### src/rtl/disaggregator_pkg.sv
// -----------------------------------------------------------------------------
// disaggregator_pkg
//   Shared definitions for the wide-to-narrow disaggregator and its aggregator
//   counterpart: default widths, slice-count width helper, FSM state encoding
//   and the slice-count clamp used when a new width is programmed.
//   No ports (package).
//   Related build option: DISAGG_PREFETCH_EN (used by disaggregator.sv).
// -----------------------------------------------------------------------------
package disaggregator_pkg;

  localparam int DATA_WIDTH_DEF  = 16;
  localparam int FETCH_WIDTH_DEF = 40;

  // Bits needed to hold a slice count in 0..fetch_width.
  function automatic int cw_of(input int fetch_width);
    return $clog2(fetch_width + 1);
  endfunction

  localparam int CW_DEF = cw_of(FETCH_WIDTH_DEF);

  typedef enum logic {
    IDLE = 1'b0,
    SEND = 1'b1
  } state_e;

  // A zero or oversized slice count falls back to the full word.
  function automatic int unsigned clamp_width(input int unsigned w,
                                              input int unsigned max_w);
    return ((w == 0) || (w > max_w)) ? max_w : w;
  endfunction

endpackage

### src/rtl/disaggregator_if.sv
// -----------------------------------------------------------------------------
// disaggregator_if
//   Stream-side signals of the disaggregator: upstream (wide) FIFO read port
//   and downstream (narrow) FIFO write port.
//   Signals:
//     sender_data     wide word, slice i at [(i+1)*DATA_WIDTH-1 : i*DATA_WIDTH]
//     sender_empty_n  upstream FIFO not empty
//     sender_deq      dequeue strobe to upstream FIFO
//     receiver_data   output slice
//     receiver_full_n downstream FIFO not full
//     receiver_enq    enqueue strobe qualifying receiver_data
//   Modports: master = disaggregator side, slave = FIFO/environment side.
// -----------------------------------------------------------------------------
interface disaggregator_if
  import disaggregator_pkg::*;
#(
  parameter int DATA_WIDTH  = DATA_WIDTH_DEF,
  parameter int FETCH_WIDTH = FETCH_WIDTH_DEF
) ();

  logic [FETCH_WIDTH*DATA_WIDTH-1:0] sender_data;
  logic                              sender_empty_n;
  logic                              sender_deq;
  logic [DATA_WIDTH-1:0]             receiver_data;
  logic                              receiver_full_n;
  logic                              receiver_enq;

  modport master (
    input  sender_data, sender_empty_n, receiver_full_n,
    output sender_deq, receiver_data, receiver_enq
  );

  modport slave (
    output sender_data, sender_empty_n, receiver_full_n,
    input  sender_deq, receiver_data, receiver_enq
  );

endinterface

### src/rtl/disaggregator.sv
// -----------------------------------------------------------------------------
// disaggregator
//   Dequeues one FETCH_WIDTH*DATA_WIDTH-bit word from an upstream FIFO and
//   emits its first len_q DATA_WIDTH slices, slice 0 first, one per cycle into
//   a downstream FIFO. The slice count is programmable at run time and only
//   takes effect on the next word loaded.
//   Ports:
//     clk                 single clock
//     rst                 synchronous active-high reset
//     bus                 disaggregator_if.master (sender/receiver handshakes)
//     change_fetch_width  one-cycle strobe loading input_fetch_width
//     input_fetch_width   new slice count (0 or > FETCH_WIDTH means FETCH_WIDTH)
//   Build option:
//     DISAGG_PREFETCH_EN  when defined, the next word is dequeued on the edge
//                         that emits the last slice, removing the IDLE bubble.
// -----------------------------------------------------------------------------
module disaggregator
  import disaggregator_pkg::*;
#(
  parameter  int DATA_WIDTH  = DATA_WIDTH_DEF,
  parameter  int FETCH_WIDTH = FETCH_WIDTH_DEF,
  localparam int CW          = cw_of(FETCH_WIDTH)
) (
  input  logic                   clk,
  input  logic                   rst,
  disaggregator_if.master        bus,
  input  logic                   change_fetch_width,
  input  logic [CW-1:0]          input_fetch_width
);

  state_e                state_q, state_d;
  logic [CW-1:0]         idx_q, idx_d;
  logic [CW-1:0]         len_q, len_d;
  logic [CW-1:0]         pend_q, pend_d;
  logic [DATA_WIDTH-1:0] data_q, data_d;
  logic                  enq_q, enq_d;
  logic [DATA_WIDTH-1:0] slice_buf_q [FETCH_WIDTH];
  logic                  load;
  logic                  last_slice;

  assign last_slice = (idx_q == len_q - CW'(1));

  always_comb begin
    // NOTE: every output of this block gets a default first so no path leaves
    // a signal unassigned; otherwise synthesis would infer latches.
    state_d = state_q;
    idx_d   = idx_q;
    len_d   = len_q;
    pend_d  = pend_q;
    data_d  = data_q;
    enq_d   = 1'b0;
    load    = 1'b0;

    if (change_fetch_width) begin
      pend_d = CW'(clamp_width(32'(input_fetch_width), FETCH_WIDTH));
    end

    case (state_q)
      IDLE: begin
        load = !rst && bus.sender_empty_n;
      end
      SEND: begin
        if (bus.receiver_full_n) begin
          data_d = slice_buf_q[idx_q];
          enq_d  = 1'b1;
          if (last_slice) begin
            idx_d   = '0;
            state_d = IDLE;
`ifdef DISAGG_PREFETCH_EN
            // Chain straight into the next word while the last slice leaves.
            load = !rst && bus.sender_empty_n;
`endif
          end else begin
            idx_d = idx_q + CW'(1);
          end
        end
      end
      default: state_d = IDLE;
    endcase

    // A load always starts a fresh word using the width programmed before
    // this edge; a coincident width change lands in pend_d for the next one.
    if (load) begin
      len_d   = pend_q;
      idx_d   = '0;
      state_d = SEND;
    end
  end

  assign bus.sender_deq    = load;
  assign bus.receiver_data = data_q;
  assign bus.receiver_enq  = enq_q;

  // NOTE: sequential state uses non-blocking assignments so every flop samples
  // pre-edge values regardless of block evaluation order.
  always_ff @(posedge clk) begin
    if (rst) begin
      state_q <= IDLE;
      idx_q   <= '0;
      len_q   <= CW'(FETCH_WIDTH);
      pend_q  <= CW'(FETCH_WIDTH);
      data_q  <= '0;
      enq_q   <= 1'b0;
    end else begin
      state_q <= state_d;
      idx_q   <= idx_d;
      len_q   <= len_d;
      pend_q  <= pend_d;
      data_q  <= data_d;
      enq_q   <= enq_d;
    end
  end

  // NOTE: the slice buffer is deliberately not reset; it is always written by
  // a load before any slice of it is read, so reset would only cost routing.
  always_ff @(posedge clk) begin
    if (load) begin
      for (int i = 0; i < FETCH_WIDTH; i++) begin
        slice_buf_q[i] <= bus.sender_data[i*DATA_WIDTH +: DATA_WIDTH];
      end
    end
  end

endmodule

### src/flat_wrapper.sv
// flat-port wrapper written by rule: the top's interface ports become plain ports
module disaggregator_flat import disaggregator_pkg::*;
#(
  parameter  int DATA_WIDTH  = DATA_WIDTH_DEF,
  parameter  int FETCH_WIDTH = FETCH_WIDTH_DEF,
  localparam int CW          = cw_of(FETCH_WIDTH)
)
  (clk, rst, change_fetch_width, input_fetch_width, bus_sender_data, bus_sender_empty_n, bus_receiver_full_n, bus_sender_deq, bus_receiver_data, bus_receiver_enq);
  disaggregator_if #(.DATA_WIDTH(DATA_WIDTH), .FETCH_WIDTH(FETCH_WIDTH)) bus_i ();
  input  logic clk;
  input  logic rst;
  input  logic change_fetch_width;
  input  logic [CW-1:0] input_fetch_width;
  input wire logic [$bits(bus_i.sender_data)-1:0] bus_sender_data;
  input wire logic [$bits(bus_i.sender_empty_n)-1:0] bus_sender_empty_n;
  input wire logic [$bits(bus_i.receiver_full_n)-1:0] bus_receiver_full_n;
  output wire logic [$bits(bus_i.sender_deq)-1:0] bus_sender_deq;
  output wire logic [$bits(bus_i.receiver_data)-1:0] bus_receiver_data;
  output wire logic [$bits(bus_i.receiver_enq)-1:0] bus_receiver_enq;
  assign bus_i.sender_data = bus_sender_data;
  assign bus_i.sender_empty_n = bus_sender_empty_n;
  assign bus_i.receiver_full_n = bus_receiver_full_n;
  assign bus_sender_deq = bus_i.sender_deq;
  assign bus_receiver_data = bus_i.receiver_data;
  assign bus_receiver_enq = bus_i.receiver_enq;
  disaggregator #(.DATA_WIDTH(DATA_WIDTH), .FETCH_WIDTH(FETCH_WIDTH)) u_core (.clk(clk), .rst(rst), .bus(bus_i), .change_fetch_width(change_fetch_width), .input_fetch_width(input_fetch_width));
endmodule
### config.mk
export PLATFORM = sky130hd
export DESIGN_NAME = disaggregator_flat
export DESIGN_NICKNAME = d
export VERILOG_FILES = /design/src/rtl/disaggregator_pkg.sv /design/src/rtl/disaggregator_if.sv /design/src/rtl/disaggregator.sv /design/src/flat_wrapper.sv
export SDC_FILE = /design/constraint.sdc
export NUM_CORES = 1
export LEC_CHECK = 0
export CORE_AREA = 5 5 261 263
export CTS_BUF_LIST = sky130_fd_sc_hd__clkbuf_8 sky130_fd_sc_hd__clkbuf_16
export CTS_CLUSTER_DIAMETER = 100
export DETAILED_ROUTE_END_ITERATION = 7
export DIE_AREA = 0 0 266 268
export PLACE_DENSITY = 0.63
export SKIP_CTS_REPAIR_TIMING = 1
export SLEW_MARGIN = 20
export SYNTH_ARGS = -nofsm -noshare
export SYNTH_HDL_FRONTEND = slang
export SYNTH_SLANG_ARGS = --single-unit
export TNS_END_PERCENT = 5
### constraint.sdc
create_clock -name clk -period 76.6 [get_ports clk]
set_clock_uncertainty 0.05 [all_clocks]
set_input_delay 15.32 -clock clk [delete_from_list [all_inputs] [get_ports clk]]
set_output_delay 15.32 -clock clk [all_outputs]
set_load 0.1 [all_outputs]
==> results of run 1 <==
[per-layer routing]
layer / part of all wire (%) / GRT usage, % / up-vias
met5: 0.094 / 0 / -
met4: 2.7 / 6.62 / 14
met3: 7.2 / 6.00 / 123
met2: 53 / 38.2 / 570
met1: 37 / 26.4 / 7462
li1: - / - / 6540
[layout by cell type, fill, tap and decap left out, types with 6 or more instances in the layout]
cell type / n
a22o_1: 11
nand3_1: 17
clkinv_2: 12
edfxtp_1: 640
a221oi_1: 15
nor3_1: 7
inv_1: 26
o21ai_0: 10
xnor2_1: 10
a211oi_1: 6
mux2_2: 37
a211o_1: 11
o221ai_1: 16
mux2i_1: 53
clkinv_1: 15
nand2_1: 28
a22oi_1: 15
a31o_2: 10
clkdlybuf4s50_1: 666
nor2_1: 23
buf_4: 20
mux4_2: 126
dfxtp_1: 31
o2bb2ai_1: 11
clkbuf_16: 73
diode_2: 20
[registers in the layout, summed over array words and instances, names as in the netlist]
register / flops
u_core.bus.receiver_enq: 1
u_core.bus.receiver_data: 16
u_core.state_q: 1
u_core.idx_q: 6
u_core.slice_buf_q: 640
u_core.len_q: 6
u_core.pend_q: 6
[power breakdown]
group / switching (mW) / internal [mW] / leakage, nW
Clock: 0.139 / 0.177 / 1.13
Sequential: 0.00412 / 0.421 / 6.22
Combinational: 0.0293 / 0.0426 / 4.27
Total: 0.173 / 0.641 / 11.6
[logic make-up (layout without fill, tap and decap cells)]
logic type                 count (synthesis)  after routing  share of synthesized area (%)
muxes                                    216            216                           14.6
other                                      0             20                              0
adders and majority gates                  2              2                         0.0968
buffers and inverters                     79            825                           1.54
DFF                                      676            676                           77.1
and+or+nand+nor                          100            100                           1.86
xor gates and xnor gates                  15             15                          0.508
AOI/OAI and AO/OA                        135            135                           4.26
[worst max-delay path by stage]
stage,depth (start not counted),slack [ns],to
floorplan,2,27.37,bus_sender_deq
detailed placement,3,43.73,bus_sender_deq
finish,3,43.70,bus_sender_deq
CTS,3,43.72,bus_sender_deq
global route,3,43.60,bus_sender_deq
global placement,3,43.79,bus_sender_deq
[final cells by class]
| type | instances | area, sq um | share of cell area (%) |
|---|---|---|---|
| multi-input cells | 468 | 5550 | 15.5 |
| flip-flops and latches | 676 | 20000 | 55.9 |
| inverters | 7 | 26.3 | 0.0736 |
| repair buffers | 690 | 6900 | 19.3 |
| diodes | 20 | 50.0 | 0.140 |
| well taps | 864 | 1080 | 3.03 |
| clock buffers | 73 | 1830 | 5.12 |
| clock inverters | 55 | 313 | 0.876 |
[synth_stat cells (3+ instances only)]
cell type	count	area, sq um
o2bb2ai_1	11	96.3
a32o_1	5	50.1
a211o_1	11	96.3
a31o_2	10	87.6
o221ai_1	16	140
a21oi_1	4	20.0
clkbuf_1	29	109
buf_2	24	120
a221o_1	5	50.1
mux2_2	37	417
a22oi_1	15	113
nand3_1	17	85.1
o21ai_0	10	50.1
nor2_1	24	90.1
mux4_2	126	2840
or2_2	3	18.8
a22o_1	11	96.3
edfxtp_1	640	19200
xnor2_1	10	87.6
xor2_1	5	43.8
inv_1	6	22.5
buf_6	6	67.6
a31oi_1	4	25.0
nor3_1	8	40.0
a221oi_1	15	131
nand4_1	3	18.8
mux2i_1	53	531
nand2_1	28	105
nor2b_1	4	25.0
dfxtp_1	36	721
buf_1	6	22.5
buf_4	7	52.6
a211oi_1	6	45.0
[critical path, delay by kind of cell]
family,cells,cell delay [ns]
buf+inv,2,1.36
simple gates,1,0.82
[stage by stage]
| step | hold slack, ns | std cells |
|---|---|---|
| 5_1_grt | 0.452 | 2849 |
| 3_5_place_dp | 0.410 | 2703 |
| 3_3_place_gp | 0.404 | 2703 |
| 6_report | 0.421 | 2853 |
| 4_1_cts | 0.424 | 2831 |
| 2_1_floorplan | 0.375 | 1223 |
==> results.json, run 1 <==
{
  "synthToLayoutAreaGrowth_pct": 38.1,
  "fillers": 5169,
  "avgSynthCellArea_sq_um": 21.1,
  "num_rows": 94,
  "place_congestion": 0.821,
  "drt_iter0_drc": 1150,
  "htreeDepth": 3,
  "slowest_delay_ns": 0.93,
  "cp-startpoint": "rst",
  "r2r_end": "u_core.slice_buf_q[10][1]",
  "reg2reg_from": "u_core.state_q",
  "placed_cell_area_sq_um": 33500,
  "path_class": "input pin to output port",
  "core-area_sq_um": 65400,
  "io_buffers": 668,
  "synth_edf_count": 640,
  "slew_violations": 0,
  "power_density_nw_per_um2": 22.8,
  "synth_seq_area_share_pct": 77.1,
  "grt_pass1_vias": 16000,
  "preCtsSetupSlack_ns": 43.73,
  "fin_setup_tns_ns": 0,
  "viasPerCell": 5.16,
  "path_cells": "clkdlybuf4s50_1 > nor3b_2 > buf_4",
  "start_kind": "input pin",
  "crit_required_ns": 61.23,
  "synth_cells": 1223,
  "hold_start": "u_core.pend_q[0]",
  "finalCritPeriodShare_pct": 42.9,
  "remaining_drc_errors": 0,
  "finalSetupViolations": 0,
  "antenna_found_initial": 32,
  "clk_latency_ns": 0.60,
  "io_pins": 669,
  "grt_max_degree": 98,
  "ir_worst_vdd_uv": 14.8,
  "grt-ovfl-total": 0,
  "clk_pin_slew_ns": 0.06,
  "initial_core_util_pct": 39.5,
  "dp_hpwl_um": 59600,
  "fin_util_pct": 54.6,
  "worst_path_max_delay_cell": "clkdlybuf4s50_1",
  "hold_depth": 2,
  "ys_ff_latch": 676,
  "run_status": "completed",
  "setup_ws_ns": 43.70,
  "hold_path_class": "flip-flop to flip-flop",
  "layout-drive-gt1-share_pct": 15.5,
  "synthArstFlopShare_pct": 0,
  "maxCapViolCount": 0,
  "cts_buffer_depth": 3,
  "hold_end": "u_core.len_q[0]",
  "cts_buffers": 72,
  "ys_warn_count": 0,
  "netlist_area_sq_um": 25900,
  "crit_arrival_ns": 17.53,
  "ctsRootBufferMaster": "clkbuf_16",
  "path_max_fanout": 29,
  "ys.flop_type": "edfxtp_1",
  "worst_slew_pin_slew_ns": 1.12,
  "layout.nets": 2568,
  "vias": 14700,
  "wl_per_cell_um": 28.1,
  "grt_pass1_wl_um": 111000,
  "p_leak_nw": 11.6,
  "total_power_mw": 0.814,
  "synth_cell_types": 52,
  "die_x_um": 266,
  "fin_crit_ns": 32.90,
  "cts_tree": "done",
  "r2r_cells": 6,
  "ant_nets": 0,
  "die_h_um": 268,
  "r2r_setup_slack_ns": 71.90,
  "end_kind": "output port",
  "hold_viol": 0,
  "firstDrtPassIters": 5,
  "drt_wl_total_um": 80100,
  "rsz0062_at_grt": "false",
  "syn_nets": 1876,
  "clock.fmax_mhz": 30.4,
  "fp.dieArea_sq_um": 71300,
  "grt_usage_pct": 21.7,
  "numClockSinks": 676,
  "final_area_sq_um": 35700,
  "maxSlewHeadroom_pct": 25.1
}
(Power assumes the default switching activity.)
==> run 2, diff against run 1 <==
Clock period 76.6 ns to 32.3 ns, I/O delays scaled along.
==> results.json, run 2 (synthesis results as in run 1) <==
{
  "hold_start": "u_core.pend_q[0]",
  "seq_area_sq_um": 20000,
  "drt_iter0_drc": 1056,
  "grt_util_met1_pct": 26.1,
  "reg2reg_from": "u_core.state_q",
  "grt-ovfl-total": 0,
  "htreeDepth": 3,
  "p_comb_share_pct": 8.5,
  "initial_core_util_pct": 39.5,
  "vias": 14700,
  "grt_pass1_vias": 16200,
  "grt_pass1_wl_um": 112000,
  "ant_nets": 0,
  "io_buffers": 668,
  "fin_crit_ns": 14.56,
  "placed_cell_area_sq_um": 33500,
  "largest_reg_flops": 640,
  "die_h_um": 268,
  "dp_hpwl_um": 58900,
  "crit_path_frequent_cell": "buf_4",
  "antenna_found_initial": 30,
  "p_clk_share_pct": 40.8,
  "firstDrtPassIters": 5,
  "end_kind": "output port",
  "numClockSinks": 676,
  "cts_buffer_depth": 3,
  "start_kind": "input pin",
  "fillers": 5111,
  "grt_max_degree": 191,
  "hold_path_class": "flip-flop to flip-flop",
  "hold_end": "u_core.pend_q[0]",
  "remaining_drc_errors": 0,
  "fp.dieArea_sq_um": 71300,
  "maxSlewHeadroom_pct": 25.5,
  "ir_worst_vdd_uv": 43.9,
  "grt_util_met2_pct": 38.4,
  "p_int_mw": 1.57,
  "fin_setup_tns_ns": 0,
  "worst_slew_pin_slew_ns": 1.11,
  "hold_viol": 0,
  "maxCapViolCount": 0,
  "clk_pin_slew_ns": 0.05,
  "cts_buffers": 75,
  "r2r_cells": 6,
  "io_pins": 669,
  "crit_arrival_ns": 8.05,
  "met3_usage_pct": 6.21,
  "finalCritPeriodShare_pct": 45.1,
  "largest_register": "u_core.slice_buf_q",
  "path_max_fanout": 29,
  "layout-drive-gt1-share_pct": 15.6,
  "ctsRootBufferMaster": "clkbuf_16",
  "power_density_nw_per_um2": 55.5,
  "crit_family": "buffers and inverters",
  "most-common-layout-cells": "666 x clkdlybuf4s50_1, 640 x edfxtp_1, 126 x mux4_2",
  "viasPerCell": 5.16,
  "place_congestion": 0.817,
  "r2r_end": "u_core.slice_buf_q[39][9]",
  "clock.fmax_mhz": 68.7,
  "r2r_setup_slack_ns": 26.61,
  "multi_input_area_sq_um": 5550,
  "final_area_sq_um": 35900,
  "finalSetupViolations": 0,
  "crit_required_ns": 25.79,
  "switching_power_mw": 0.418,
  "switching_share_pct": 21.0,
  "layout.nets": 2564,
  "drt_wl_total_um": 79500,
  "run_status": "completed",
  "die_x_um": 266,
  "top_usage_layer": "met2",
  "pwr-share-seq_pct": 50.7,
  "grt_usage_pct": 21.7,
  "slew_violations": 0,
  "cts_tree": "done",
  "rsz0062_at_grt": "false",
  "worst_path_max_delay_cell": "nor3b_2",
  "clk_latency_ns": 0.60,
  "hold_depth": 2,
  "wl_per_cell_um": 27.9,
  "p_leak_nw": 11.6,
  "num_rows": 94,
  "synthToLayoutAreaGrowth_pct": 38.7,
  "core-area_sq_um": 65400,
  "path_class": "input pin to output port",
  "slowest_delay_ns": 0.47,
  "path_buf_inv": 3,
  "path_cells": "clkdlybuf4s50_1 > buf_4 > nor3b_2 > buf_4",
  "final_common_cell": "clkdlybuf4s50_1"
}
==> run 2: worst max path at each step <==
stage / from / endpoint / slack (ns) / depth (start not counted)
detailed placement: rst / bus_sender_deq / 17.70 / 4
global placement: rst / bus_sender_deq / 17.70 / 4
finish: rst / bus_sender_deq / 17.74 / 4
CTS: rst / bus_sender_deq / 17.68 / 4
floorplan: rst / bus_sender_deq / 0.79 / 2
global route: rst / bus_sender_deq / 17.66 / 4
==> run 2: metal layers <==
metal	part of all wire, %	up-vias
met5	0.15	-
met4	2.6	18
met3	7.1	127
met2	53	534
met1	37	7487
li1	-	6557
==> run 2: worst min-delay path, cell delays in order, from the launching register on <==
cell	delay, ns
dfxtp_1	0.31
nand2_1	0.06
a21oi_1	0.05
==> run 2: cell type report <==
cell class,instances,share of cell area (%)
clock buffer,80,5.49
inverter,7,0.0733
multi-input combinational,468,15.5
tap,864,3.01
clock inverter,56,1.09
sequential,676,55.6
timing repair buffer,683,19.1
antenna,20,0.140
==> run 2: per-stage QoR <==
| step | instances | setup WS [ns] | utilization (%) | total power, mW | hold WS (ns) |
|---|---|---|---|---|---|
| floorplan | 1223 | 0.790 | - | 1.12 | 0.375 |
| CTS | 2834 | 17.68 | 54.8 | 2.01 | 0.417 |
| global route | 2848 | 17.66 | 54.8 | 2.06 | 0.442 |
| finish | 2854 | 17.74 | 54.8 | 1.99 | 0.415 |
| global placement | 2698 | 17.70 | 51.2 | 1.19 | 0.397 |
| detailed placement | 2698 | 17.70 | 51.2 | 1.20 | 0.410 |
==> run 2: power groups by stage <==
stage	sequential, mW	clock, mW	combinational [mW]
6_report	1.01	0.812	0.169
5_1_grt	1.01	0.870	0.179
4_1_cts	1.01	0.833	0.171
3_5_place_dp	1.03	0	0.171
3_3_place_gp	1.03	0	0.168
2_1_floorplan	1.07	0	0.0564
